===== src/rtl/sc1602_bus_responder.sv =====
`default_nettype none
// ============================================================================
// Module   : sc1602_bus_responder
// Brief    : Responder-side model of an SC1602 / HD44780 parallel LCD bus.
//            Synchronizes the bus pins, decodes 4-bit and 8-bit accesses and
//            maintains DDRAM, the address counter and the display flags.
// Revision : 1.0  initial release
// ============================================================================
module sc1602_bus_responder #(
  parameter int BUSY_CYCLES  = 40,
  parameter int CLEAR_CYCLES = 1600
) (
  input  logic       clk,
  input  logic       reset,
  input  logic       lcd_en,
  input  logic       lcd_rs,
  input  logic       lcd_rw,
  input  logic [3:0] lcd_db_i,
  output logic [3:0] lcd_db_o,
  output logic       lcd_db_oe,
  input  logic [6:0] rd_addr,
  output logic [7:0] rd_data,
  output logic       wr_valid,
  output logic [6:0] wr_addr,
  output logic [7:0] wr_data,
  output logic [6:0] addr_o,
  output logic [5:0] shift_o,
  output logic       display_on,
  output logic       cursor_on,
  output logic       blink_on,
  output logic       four_bit,
  output logic       two_line,
  output logic       busy,
  output logic       protocol_err
);

  localparam int c_max_cycles = (CLEAR_CYCLES > BUSY_CYCLES) ? CLEAR_CYCLES : BUSY_CYCLES;
  localparam int c_cnt_w      = $clog2(c_max_cycles + 1);
  localparam logic [c_cnt_w-1:0] c_busy_load  = c_cnt_w'(BUSY_CYCLES);
  localparam logic [c_cnt_w-1:0] c_clear_load = c_cnt_w'(CLEAR_CYCLES);
  localparam logic [c_cnt_w-1:0] c_cnt_one    = c_cnt_w'(1);

  typedef enum logic [0:0] {
    S_IDLE = 1'b0,
    S_FILL = 1'b1
  } fill_state_t;

  // Pin pipeline: {EN, RS, RW, DB[3:0]}
  logic [6:0] r_pin_s1, r_pin_s2, r_pin_s3;

  logic [3:0] r_db_o;
  logic       r_oe;
  logic       r_wr_valid;
  logic [6:0] r_wr_addr;
  logic [7:0] r_wr_data;
  logic [6:0] r_ac;
  logic [5:0] r_shift;
  logic       r_disp, r_cur, r_blink;
  logic       r_four_bit, r_two_line;
  logic       r_perr;
  logic       r_id, r_s;
  logic       r_cgram_sel;
  logic       r_phase_lo;
  logic [3:0] r_hi_nib;
  logic       r_hi_rs, r_hi_rw;
  logic [c_cnt_w-1:0] r_busy_cnt;
  fill_state_t r_state;
  logic [6:0] r_fill_idx;
  logic [7:0] r_ddram [0:127];
  logic [7:0] r_rd_data;

  logic       w_en2, w_rs2, w_rw2, w_en3, w_rs3, w_rw3;
  logic [3:0] w_db3;
  logic       w_rise, w_fall, w_busy;
  logic       w_acc_done, w_pair_err;
  logic [7:0] w_byte;
  logic       w_wr, w_drop, w_exec, w_exec_data, w_exec_inst, w_long;
  logic [3:0] w_rd_nib;
  logic       w_mem_we;
  logic [6:0] w_mem_addr;
  logic [7:0] w_mem_data;

  assign w_en2  = r_pin_s2[6];
  assign w_rs2  = r_pin_s2[5];
  assign w_rw2  = r_pin_s2[4];
  assign w_en3  = r_pin_s3[6];
  assign w_rs3  = r_pin_s3[5];
  assign w_rw3  = r_pin_s3[4];
  assign w_db3  = r_pin_s3[3:0];
  assign w_rise = w_en2 & ~w_en3;
  assign w_fall = ~w_en2 & w_en3;
  assign w_busy = (r_busy_cnt != '0);

  // Address-counter step with the one-line / two-line wrap points
  function automatic logic [6:0] f_ac_step(input logic [6:0] ac, input logic up, input logic two);
    logic [6:0] nxt;
    nxt = up ? ac + 7'd1 : ac - 7'd1;
    if (two) begin
      if (up && ac == 7'h27)       nxt = 7'h40;
      else if (up && ac == 7'h67)  nxt = 7'h00;
      else if (!up && ac == 7'h40) nxt = 7'h27;
      else if (!up && ac == 7'h00) nxt = 7'h67;
    end else begin
      if (up && ac >= 7'h4F)       nxt = 7'h00;
      else if (!up && ac == 7'h00) nxt = 7'h4F;
    end
    return nxt;
  endfunction

  // Display shift offset step, modulo 40
  function automatic logic [5:0] f_shift_step(input logic [5:0] sh, input logic up);
    if (up) return (sh >= 6'd39) ? 6'd0 : sh + 6'd1;
    else    return (sh == 6'd0) ? 6'd39 : sh - 6'd1;
  endfunction

  // Pin synchronizers plus the edge-detect stage
  always_ff @(posedge clk or posedge reset) begin
    if (reset) begin
      r_pin_s1 <= '0;
      r_pin_s2 <= '0;
      r_pin_s3 <= '0;
    end else begin
      r_pin_s1 <= {lcd_en, lcd_rs, lcd_rw, lcd_db_i};
      r_pin_s2 <= r_pin_s1;
      r_pin_s3 <= r_pin_s2;
    end
  end

  // Assemble a completed byte access from one 8-bit or two 4-bit transfers
  always_comb begin
    w_acc_done = 1'b0;
    w_pair_err = 1'b0;
    w_byte     = {w_db3, 4'h0};
    if (w_fall) begin
      if (!r_four_bit) begin
        w_acc_done = 1'b1;
      end else if (r_phase_lo) begin
        if (r_hi_rs != w_rs3 || r_hi_rw != w_rw3) begin
          w_pair_err = 1'b1;
        end else begin
          w_acc_done = 1'b1;
          w_byte     = {r_hi_nib, w_db3};
        end
      end
    end
  end

  assign w_wr        = w_acc_done & ~w_rw3;
  assign w_drop      = w_wr & w_busy;
  assign w_exec      = w_wr & ~w_busy;
  assign w_exec_data = w_exec & w_rs3;
  assign w_exec_inst = w_exec & ~w_rs3;
  assign w_long      = ~|w_byte[7:2] & |w_byte[1:0];
  assign w_rd_nib    = w_rs2 ? 4'h0 :
                       (r_four_bit && r_phase_lo) ? r_ac[3:0] : {w_busy, r_ac[6:4]};

  // DDRAM write-port arbitration: the clear fill owns the port while active
  always_comb begin
    w_mem_we   = 1'b0;
    w_mem_addr = r_ac;
    w_mem_data = w_byte;
    if (r_state == S_FILL) begin
      w_mem_we   = 1'b1;
      w_mem_addr = r_fill_idx;
      w_mem_data = 8'h20;
    end else if (w_exec_data && !r_cgram_sel) begin
      w_mem_we = 1'b1;
    end
  end

  // DDRAM storage with a registered renderer read port (not reset)
  always_ff @(posedge clk) begin
    if (w_mem_we) r_ddram[w_mem_addr] <= w_mem_data;
    r_rd_data <= r_ddram[rd_addr];
  end

  // Controller state: nibble pairing, decode, busy timer, clear fill, reads
  always_ff @(posedge clk or posedge reset) begin
    if (reset) begin
      r_db_o      <= 4'h0;
      r_oe        <= 1'b0;
      r_wr_valid  <= 1'b0;
      r_wr_addr   <= 7'h00;
      r_wr_data   <= 8'h00;
      r_ac        <= 7'h00;
      r_shift     <= 6'd0;
      r_disp      <= 1'b0;
      r_cur       <= 1'b0;
      r_blink     <= 1'b0;
      r_four_bit  <= 1'b0;
      r_two_line  <= 1'b0;
      r_perr      <= 1'b0;
      r_id        <= 1'b1;
      r_s         <= 1'b0;
      r_cgram_sel <= 1'b0;
      r_phase_lo  <= 1'b0;
      r_hi_nib    <= 4'h0;
      r_hi_rs     <= 1'b0;
      r_hi_rw     <= 1'b0;
      r_busy_cnt  <= '0;
      r_state     <= S_IDLE;
      r_fill_idx  <= 7'h00;
    end else begin
      r_wr_valid <= 1'b0;
      r_perr     <= w_pair_err | w_drop;
      r_oe       <= w_en2 & w_rw2;

      if (w_rise && w_rw2) r_db_o <= w_rd_nib;

      if (w_fall && r_four_bit) begin
        r_phase_lo <= ~r_phase_lo;
        if (!r_phase_lo) begin
          r_hi_nib <= w_db3;
          r_hi_rs  <= w_rs3;
          r_hi_rw  <= w_rw3;
        end
      end

      if (w_busy) r_busy_cnt <= r_busy_cnt - c_cnt_one;
      if (w_exec) r_busy_cnt <= (w_exec_inst && w_long) ? c_clear_load : c_busy_load;

      case (r_state)
        S_FILL: begin
          r_fill_idx <= r_fill_idx + 7'd1;
          if (r_fill_idx == 7'h7F) r_state <= S_IDLE;
        end
        default: ;
      endcase

      if (w_exec_data && !r_cgram_sel) begin
        r_wr_valid <= 1'b1;
        r_wr_addr  <= r_ac;
        r_wr_data  <= w_byte;
        r_ac       <= f_ac_step(r_ac, r_id, r_two_line);
        if (r_s) r_shift <= f_shift_step(r_shift, r_id);
      end

      if (w_exec_inst) begin
        if (w_byte[7]) begin
          r_ac        <= w_byte[6:0];
          r_cgram_sel <= 1'b0;
        end else if (w_byte[6]) begin
          r_cgram_sel <= 1'b1;
        end else if (w_byte[5]) begin
          r_four_bit <= ~w_byte[4];
          r_two_line <= w_byte[3];
          if (!w_byte[4]) r_phase_lo <= 1'b0;
        end else if (w_byte[4]) begin
          if (w_byte[3]) r_shift <= f_shift_step(r_shift, ~w_byte[2]);
          else           r_ac    <= f_ac_step(r_ac, w_byte[2], r_two_line);
        end else if (w_byte[3]) begin
          r_disp  <= w_byte[2];
          r_cur   <= w_byte[1];
          r_blink <= w_byte[0];
        end else if (w_byte[2]) begin
          r_id <= w_byte[1];
          r_s  <= w_byte[0];
        end else if (w_byte[1]) begin
          r_ac    <= 7'h00;
          r_shift <= 6'd0;
        end else if (w_byte[0]) begin
          r_ac       <= 7'h00;
          r_shift    <= 6'd0;
          r_id       <= 1'b1;
          r_state    <= S_FILL;
          r_fill_idx <= 7'h00;
        end
      end
    end
  end

  assign lcd_db_o     = r_db_o;
  assign lcd_db_oe    = r_oe;
  assign rd_data      = r_rd_data;
  assign wr_valid     = r_wr_valid;
  assign wr_addr      = r_wr_addr;
  assign wr_data      = r_wr_data;
  assign addr_o       = r_ac;
  assign shift_o      = r_shift;
  assign display_on   = r_disp;
  assign cursor_on    = r_cur;
  assign blink_on     = r_blink;
  assign four_bit     = r_four_bit;
  assign two_line     = r_two_line;
  assign busy         = w_busy;
  assign protocol_err = r_perr;

endmodule
`default_nettype wire


===== config.mk =====
export PLATFORM = sky130hd
export DESIGN_NAME = sc1602_bus_responder
export DESIGN_NICKNAME = d
export VERILOG_FILES = /design/src/rtl/sc1602_bus_responder.sv
export SDC_FILE = /design/constraint.sdc
export NUM_CORES = 1
export LEC_CHECK = 0
export ABC_AREA = 1
export BUFFER_PORTS_ARGS = -buffer_cell sky130_fd_sc_hd__buf_2
export CELL_PAD_IN_SITES_DETAIL_PLACEMENT = 1
export CELL_PAD_IN_SITES_GLOBAL_PLACEMENT = 1
export CORE_MARGIN = 2
export CORE_UTILIZATION = 35
export DETAILED_ROUTE_END_ITERATION = 7
export MAX_ROUTING_LAYER = met4
export PLACE_DENSITY_LB_ADDON = 0.1
export SYNTH_ARGS = -nofsm -noshare
export SYNTH_HDL_FRONTEND = slang
export SYNTH_SLANG_ARGS = --single-unit

===== constraint.sdc =====
create_clock -name clk -period 5.5 [get_ports clk]
set_input_delay 1.1 -clock clk [delete_from_list [all_inputs] [get_ports clk]]
set_output_delay 1.1 -clock clk [all_outputs]
set_load 0.01 [all_outputs]

==> After elaboration in Yosys (flattened, before gate mapping) <==
Memory sizes are Yosys's and may differ from the RTL's. A register that Yosys moved wholly into a read port is not among the register bits.
Index checks and enable logic that the tools add are counted.
{ "classes": {"addsub": 6, "magnitude_cmp": 2, "n_eq_ne": 7, "n_mux": 98, "bitwise_logic": 21, "reduce_logical": 34} }
{ "op_table": {"columns": ["cell", "count"], "rows": [
  ["7-bit 2-to-1 mux", 38],
  ["6-bit 2-to-1 mux", 16],
  ["8-bit 2-to-1 mux", 5],
  ["1-bit 2-to-1 mux", 34],
  ["11-bit 2-to-1 mux", 3],
  ["7-bit == test, second input constant", 3],
  ["1-bit logical AND", 15],
  ["7-bit by 1-bit adder with 7-bit output, second input constant", 2],
  ["1-bit NOT", 11],
  ["11-bit nonzero test", 1],
  ["11-bit by 1-bit subtractor with 11-bit output, second input constant", 1],
  ["1-bit bitwise AND", 9],
  ["4-bit 2-to-1 mux", 2],
  ["8-bit AND reduction", 1],
  ["7-bit by 6-bit == test with 1-bit output, second input constant", 1],
  ["7-bit greater-or-equal comparator, second input constant", 1],
  ["7-bit logical NOT", 1],
  ["7-bit AND reduction", 1],
  ["7-bit by 1-bit subtractor with 7-bit output, second input constant", 1],
  ["6-bit by 1-bit adder with 6-bit output, second input constant", 1],
  ["6-bit greater-or-equal comparator, second input constant", 1],
  ["6-bit logical NOT", 1],
  ["6-bit AND reduction", 1],
  ["2-bit nonzero test", 3],
  ["other kinds (10)", 15]
]} }
{ "word_totals": {"register_bits": 90, "ram_bits": 1024, "inputBits": 16, "out_inout_bits": 49, "elab_cells": 195, "mem_count": 1} }
{ "memory_table": {"columns": ["name", "depth", "word_bits", "read_ports", "rd_clocked_by_memory_dff", "wr", "line_no", "text"], "rows": [
  ["r_ddram", 128, 8, 1, 1, 1, "69", "logic [7:0] r_ddram [0:127];"]
]} }

==> Logic depth before layout (Yosys ltp) <==
Gate-level depths: netlist of run 1.
{ "depth": {"word_depth": 20, "ltp_mapped": 15, "ltp_nobuf": 14} }

==> Worst setup path after synthesis of run 1 <==
OpenSTA, ideal clock, no wires.
{ "synth_path": {"path_type": "flip-flop to flip-flop", "from": "register r_four_bit (netlist: four_bit)", "to": "memory r_ddram[0][3] (data pin)", "setup_ns": 0.797, "arrival_time_ns": 4.218, "t_required_ns": 4.703, "path_slack_ns": 0.484, "path_stages_with_launch": 8, "path_buffers": 1, "synth_period_minus_slack_ns": 5.016, "cell_sequence": "dfrtp_1 nand2_4 nor2_8 nand3_4 buf_6 nor2_4 inv_2 nor2_1"} }
{ "synth_between": {"elab_chain_cells": 3} }
{ "synth_lines": {"columns": ["element", "line_no", "text"], "rows": [
  ["from (decl)", "59", "logic r_four_bit, r_two_line;"],
  ["from (signal assigned)", "245", "r_four_bit <= ~w_byte[4];"],
  ["8-bit 2-to-1 mux", "135", "if (!r_four_bit) begin"],
  ["8-bit 2-to-1 mux", "134", "if (w_fall) begin"],
  ["8-bit 2-to-1 mux", "162", "if (r_state == S_FILL) begin"],
  ["net w_mem_data[3]", "81", "logic [7:0] w_mem_data;"],
  ["to (decl)", "69", null]
]} }
The timed path passes the listed nets, and every way through them passes these cells.

==> Final worst setup path of run 1 <==
{ "layout_path": {"from": "register r_busy_cnt[0]", "to": "memory r_ddram[39][4], enable pin"} }
{ "layout_between": {"elab_chain_cells": 9} }
{ "layout_lines": {"columns": ["element", "line_no", "text"], "rows": [
  ["from (decl)", "66", "logic [c_cnt_w-1:0] r_busy_cnt;"],
  ["from (signal assigned)", "219", "if (w_busy) r_busy_cnt <= r_busy_cnt - c_cnt_one;"],
  ["from (signal assigned)", "220", "if (w_exec) r_busy_cnt <= (w_exec_inst && w_long) ? c_clear_load : c_busy_load;"],
  ["11-bit nonzero test", "92", "assign w_busy = (r_busy_cnt != '0);"],
  ["1-bit NOT", "150", "assign w_exec = w_wr & ~w_busy;"],
  ["1-bit bitwise AND", "150", null],
  ["1-bit bitwise AND", "151", "assign w_exec_data = w_exec & w_rs3;"],
  ["1-bit logical AND", "166", "end else if (w_exec_data && !r_cgram_sel) begin"],
  ["1-bit 2-to-1 mux", "166", null],
  ["1-bit 2-to-1 mux", "162", null],
  ["1-bit 2-to-1 mux", "173", "if (w_mem_we) r_ddram[w_mem_addr] <= w_mem_data;"],
  ["1-bit 2-to-1 mux (not written as such)", "173", null]
]} }
No other way between the ends.

==> summary.txt, run 1 <==
Outcome
  • Status: finished, final reports clean

Clock network
  • Worst-path clk slew: 0.05 ns
  • H-tree Lvls: 4
  • Clock Tree Buf Depth: 3
  • TritonCTS clock tree: done
  • Hold buffers post-CTS: 0
  • Post-cts resize count: 0
  • Post-CTS Setup Repair Bufs: 0
  • CTS buffer count: 132
  • Clock latency on the worst-skew pair: 0.79 ns
  • Clock Sinks: 1122
  • Clock root buffer: clkbuf_16

Detailed routing
  • Vias per cell: 5.23
  • M1 WL: 71.8 mm
  • WL final: 151 mm
  • Vias: 32256
  • Pre-antenna DRT Iters: 5
  • Residual DRC count: 0
  • Routed wl met3: 6.86 mm
  • Routed Antenna Nets: 0
  • Routed len/inst: 24.6 um
  • Initial DRC count: 2538
  • Max layer used: met4
  • Wire length on met2: 69.4 mm

Synthesis
  • Area leader, netlist: edfxtp_1
  • FFs w/ async S/R, synth: 8.02%
  • Synth top area share: 65.5%
  • Synth Area in Compound Gates: 1.22%
  • Synthesized Nets: 4303
  • Area contributors post-synth: edfxtp_1 (65%), nand2_1 (11%), nand3_1 (11%)
  • Adder-Cell Fraction of Synth Area: 0.240%
  • Register area share after synthesis: 70.6%
  • Post-Syn Instances: 4278
  • Synth warn: 0
  • Post-synth EDFFs: 1024
  • Post-Syn Area: 47000 um^2
  • Mux contribution to synthesized area: 0%
  • Top FF cell, synth: edfxtp_1
  • Yosys cell types: 45
  • Simple-gate share of the synthesized area: 24.6%
  • Largest family of logic cells by synthesized area: simple AND/OR/NAND/NOR gates
  • Avg Cell Area, Syn: 11.0 um^2
  • Post-synth top cells: nand2_1 (1369), nand3_1 (1025), edfxtp_1 (1024)
  • Post-synthesis xor/xnor area fraction: 0.333%
  • Most instantiated library cell after synthesis: nand2_1
  • Synthesized flop and latch total: 1122

GRT
  • Initial antenna violation count: 4
  • Grt total ovfl: 0
  • Vias in the first global route: 32682
  • Largest net degree at the start of global routing: 132
  • GRT Overall Usage: 22.9%
  • First-pass GRT wire length: 224 mm

Placement
  • PortBufs: 64
  • Hpwl dp: 87.1 mm
  • Gpl congestion: 0.808

Pwr
  • PwrDens: 357 nW/um^2
  • LEAKAGE: 19.2 nW
  • Tot Pwr: 19.1 mW
  • Worst VDD drop: 0.000311 V

Setup path
  • Worst setup EP type: register
  • CP arrival: 4.32 ns
  • Setup CP Type: register to register
  • Reg2Reg Depth: 11
  • CP startpoint kind: register
  • Required @ worst endpoint: 5.90 ns
  • Critical-path maximum fanout: 11

Die
  • Core area: 133000 um^2
  • Die W: 370 um
  • Die Ht: 370 um
  • Row count: 134
  • Starting Density: 35.2%
  • Die area: 137000 um^2
  • # IOs: 65

Timing
  • Worst-margin pin slew: 1.10 ns
  • Final min period: 3.93 ns
  • RSZ-0062 raised after global routing: no
  • Setup TNS: 0 ns
  • Final worst path period share: 71.4%
  • Setup violations, final: 0
  • Max Freq: 255 MHz
  • Hold Violations, Final: 0
  • Setup Skew: 0.0332 ns
  • Slew headroom: 26.5%
  • Final Max Slew Viols: 0

Worst hold path
  • Worst Hold Class: register to register
  • Worst Hold Depth: 0

Cells and area
  • Footprint of the multi-input gates: 12500 um^2
  • # nets final: 4320
  • FILL cells: 14374
  • FF+latch area: 33200 um^2
  • Area Overhead vs Synth: 13.7%
  • Share of cells above drive strength 1: 8.29%

Run
  • Max cap viols: 0
[path summary, 6_finish.rpt]
| path | startpoint | to | slack (ns) |
|---|---|---|---|
| setup / recovery | r_busy_cnt[0] | r_ddram[39][4] | 1.57 |
| hold / removal | r_pin_s2[3] | r_pin_s3[3] | 0.35 |
| setup reg to reg | r_busy_cnt[0] | r_ddram[39][4] | 1.57 |
| hold reg to reg | r_pin_s2[3] | r_pin_s3[3] | 0.35 |
| max in group asynchronous | reset | r_hi_rw | 4.01 |
| min in group asynchronous | reset | shift_o[1] | 0.47 |
[stage by stage]
| step | hold WS (ns) | std cells | utilization (%) | setup slack, ns | cell area [um^2] |
|---|---|---|---|---|---|
| 3_3_place_gp | 0.332 | 5929 | 37.0 | 1.56 | 49300 |
| 5_1_grt | 0.352 | 6162 | 40.1 | 1.29 | 53400 |
| 4_1_cts | 0.349 | 6161 | 40.1 | 1.53 | 53400 |
| 3_5_place_dp | 0.336 | 5929 | 37.0 | 1.54 | 49300 |
| 2_1_floorplan | 0.331 | 4278 | - | 0.484 | 47000 |
| 6_report | 0.348 | 6162 | 40.1 | 1.57 | 53400 |
[report_power, final]
| part | switching [mW] | total (mW) | leakage [nW] | internal [mW] |
|---|---|---|---|---|
| clock network | 3.60 | 8.35 | 1.97 | 4.75 |
| logic | 0.979 | 1.33 | 7.85 | 0.351 |
| registers | 0.0886 | 9.40 | 9.39 | 9.31 |
| total | 4.67 | 19.1 | 19.2 | 14.4 |
[final cells by class]
| cell class | instances | share of cell area (%) |
|---|---|---|
| timing repair buffer | 133 | 2.06 |
| tap | 1768 | 4.14 |
| antenna | 1 | 0.00469 |
| inverter | 101 | 0.747 |
| sequential | 1122 | 62.1 |
| clock buffer | 178 | 6.56 |
| multi-input combinational | 2805 | 23.4 |
| clock inverter | 54 | 1.03 |
[critical path, cell delays in order, from the launching register on]
cell and delay, ns:
dfrtp_1 0.40, inv_1 0.11, ha_1 0.20, inv_1 0.05, nor2_1 0.07, nand3_1 0.11
nor2_4 0.27, nand4_4 0.17, nand2_1 0.38, nand2_1 0.67, buf_4 0.44, nor2_1 0.65
[registers in the layout (all words and copies together), names as in the netlist, 8 cells and up]
name and cells:
r_busy_cnt 11, rd_data 8, r_ddram 1024, wr_data 8
[per-layer routing]
metal,GRT usage (%),vias to the layer above
met3,3.53,191
met4,6.24,0
met5,-,-
li1,-,14943
met1,32.2,16499
met2,34.3,623
[cells by family after synthesis]
| group | count (synthesis) |
|---|---|
| buffers and inverters | 351 |
| adders and majority gates | 9 |
| xor gates and xnor gates | 17 |
| AOI/OAI and AO/OA | 102 |
| DFF | 1122 |
| and+or+nand+nor | 2677 |
[cell usage in the layout (no fill, tap or decap), types with 9 or more instances in the layout]
| cell | n |
|---|---|
| xor2_1 | 16 |
| inv_1 | 88 |
| clkinv_1 | 14 |
| buf_12 | 19 |
| nand4_1 | 19 |
| clkbuf_16 | 132 |
| buf_4 | 51 |
| clkinv_2 | 18 |
| nand2_1 | 1368 |
| o21ai_0 | 67 |
| nor2_4 | 11 |
| dfrtp_1 | 89 |
| a21oi_1 | 19 |
| nor2_1 | 214 |
| edfxtp_1 | 1024 |
| buf_2 | 61 |
| nand3_1 | 1025 |
| ha_1 | 9 |
| clkbuf_1 | 43 |
No activity file was read; power rests on OpenSTA's default activity.
==> inputs of run 2 (changes only) <==
==> constraint.sdc (replaced) <==
create_clock -name clk -period 3.1 [get_ports clk]
set_input_delay 0.62 -clock clk [delete_from_list [all_inputs] [get_ports clk]]
set_output_delay 0.62 -clock clk [all_outputs]
set_load 0.01 [all_outputs]
==> summary.txt, run 2 (synthesis results as in run 1) <==
Outcome
  • Status: finished, final reports clean

Placement
  • PortBufs: 64 (unchanged)
  • Hpwl dp: 95.4 mm (+9.5%)
  • Pre-CTS setup slack: 0.260 ns (-1.28 ns)
  • Gpl congestion: 0.842 (+4.2%)
  • Placed Instances: 6155 (+3.8%)
  • Placed cell areas: 51500 um^2 (+4.3%)

Pwr
  • PwrDens: 606 nW/um^2 (+70%)
  • LEAKAGE: 20.5 nW (+6.7%)
  • Tot Pwr: 33.6 mW (+76%)
  • Worst VDD drop: 0.000551 V (+77%)

Detailed routing
  • Routed Antenna Nets: 0 (unchanged)
  • WL final: 153 mm (+0.92%)
  • Routed len/inst: 23.9 um (-2.8%)
  • Initial DRC count: 2626 (+3.5%)
  • Vias per cell: 5.20 (-0.62%)
  • Residual DRC count: 0 (unchanged)
  • Vias: 33274 (+3.2%)
  • Pre-antenna DRT Iters: 5 (unchanged)

Clock network
  • Clock Sinks: 1122 (unchanged)
  • TritonCTS clock tree: done
  • H-tree Lvls: 4 (unchanged)
  • Clock latency on the worst-skew pair: 0.76 ns (-0.03 ns)
  • Post-CTS Setup Repair Bufs: 0 (unchanged)
  • Clock root buffer: clkbuf_16
  • CTS buffer count: 130 (-1.5%)
  • Clock Tree Buf Depth: 3 (unchanged)
  • Worst-path clk slew: 0.05 ns (about the same)

Cells and area
  • Share of cells above drive strength 1: 12.5% (+4.2 points)
  • Largest regs: r_ddram x1024, r_busy_cnt x11
  • Most flop-heavy register: r_ddram
  • Max reg flops: 1024 (unchanged)
  • Util after Layout: 41.6% (+1.5 points)
  • Finished Layout Cells: 6396 (+3.8%)
  • Most frequent cells in the layout: nand2_1 (1368), nand3_1 (1025), edfxtp_1 (1024)
  • FILL cells: 14456 (+0.57%)
  • Commonest non-fill, non-tap cell in the layout: nand2_1
  • Finished Cell Area: 55500 um^2 (+3.8%)
  • Area Overhead vs Synth: 18.1%
  • # nets final: 4552 (+5.4%)

Die
  • Row count: 134 (unchanged)
  • Die area: 137000 um^2 (unchanged)
  • Starting Density: 35.2% (unchanged)
  • Die W: 370 um (unchanged)
  • Core area: 133000 um^2 (unchanged)
  • # IOs: 65 (unchanged)
  • Die Ht: 370 um (unchanged)

Timing
  • Fin Hold WS: 0.268 ns (-0.0796 ns)
  • Final min period: 2.91 ns
  • Setup Skew: 0.0204 ns (-0.0128 ns)
  • Max Freq: 344 MHz
  • Slew headroom: 55.2% (+29 points)
  • Hold Violations, Final: 0 (unchanged)
  • Final Max Slew Viols: 0 (unchanged)
  • RSZ-0062 raised after global routing: no
  • Setup TNS: 0 ns (unchanged)
  • Final worst path period share: 93.8%
  • Setup violations, final: 0 (unchanged)
  • Final setup margin: 0.192 ns (-1.38 ns)
  • Worst-margin pin slew: 0.667 ns (-0.432 ns)

Run
  • Max cap viols: 0 (unchanged)

Setup path
  • Worst setup EP type: output port
  • Setup CP Type: register to output port
  • CP arrival: 2.29 ns (-2.03 ns)
  • Critical-path maximum fanout: 8 (-3)
  • CP startpoint kind: register
  • Required @ worst endpoint: 2.48 ns (-3.42 ns)

GRT
  • Grt total ovfl: 0 (unchanged)
  • Vias in the first global route: 34178 (+4.6%)
  • Largest net degree at the start of global routing: 90 (-32%)
  • Initial antenna violation count: 6 (+2)
  • GRT Overall Usage: 23.1% (+0.27 points)
  • First-pass GRT wire length: 229 mm (+2.1%)

Worst hold path
  • Worst Hold Class: input port to register
[run 2: cell count changes in the layout (fill, tap and decap cells not counted), sizes merged, moves of 2 or more]
| cell | before | now |
|---|---|---|
| buf | 133 | 359 |
| clkbuf | 178 | 183 |
| bufinv | 5 | 3 |
| clkinv | 41 | 37 |
| dlygate4sd3 | 0 | 8 |
[run 2: per-layer routing]
metal / vias to the layer above / track usage [%] / wire (um)
met3: 169 / 2.93 / 6160
li1: 15397 / - / -
met1: 17034 / 32.5 / 73000
met4: 0 / 5.52 / 2800
met2: 674 / 35.7 / 70800
met5: - / - / 0
[run 2: where the power goes]
| part | total (mW) | switching (mW) | internal [mW] |
|---|---|---|---|
| Combinational | 2.54 | 1.80 | 0.745 |
| Sequential | 16.7 | 0.134 | 16.5 |
| Clock | 14.4 | 6.21 | 8.21 |
[run 2: timing repair]
item | 4_1_cts | 5_1_grt
hold endpoints to repair | 32 | 0
setup endpoints to repair | 0 | 0
gates resized for setup | 0 | 0
hold buffers | 8 | 0
[run 2: worst max-delay path, stage by stage (launching register included)]
cell	delay, ns
dfrtp_1	0.40
inv_1	0.11
ha_1	0.21
inv_1	0.05
nor2_1	0.09
nand3_1	0.12
nor2_4	0.16
buf_4	0.20
inv_1	0.06
buf_2	0.14
[run 2: final timing paths]
path | start | end | slack [ns] | depth (start not counted)
min in group asynchronous | reset | two_line | 0.39 | 3
worst max-delay path | r_busy_cnt[0] | busy | 0.19 | 9
worst max register to register | r_busy_cnt[0] | r_ddram[32][5] | 0.39 | 13
worst min-delay path | rd_addr[6] | rd_data[0] | 0.27 | 3
max in group asynchronous | reset | r_fill_idx[6] | 2.06 | 4
worst min register to register | r_pin_s1[4] | r_pin_s2[4] | 0.35 | 0
[run 2: layout make-up]
class	instances	area, um^2	area share (%)
clock inverter	48	374	0.675
sequential	1122	33200	59.8
multi-input combinational	2805	12500	22.5
antenna	2	5.00	0.00902
tap	1768	2210	3.99
timing repair buffer	367	3290	5.93
inverter	101	399	0.720
clock buffer	183	3530	6.37
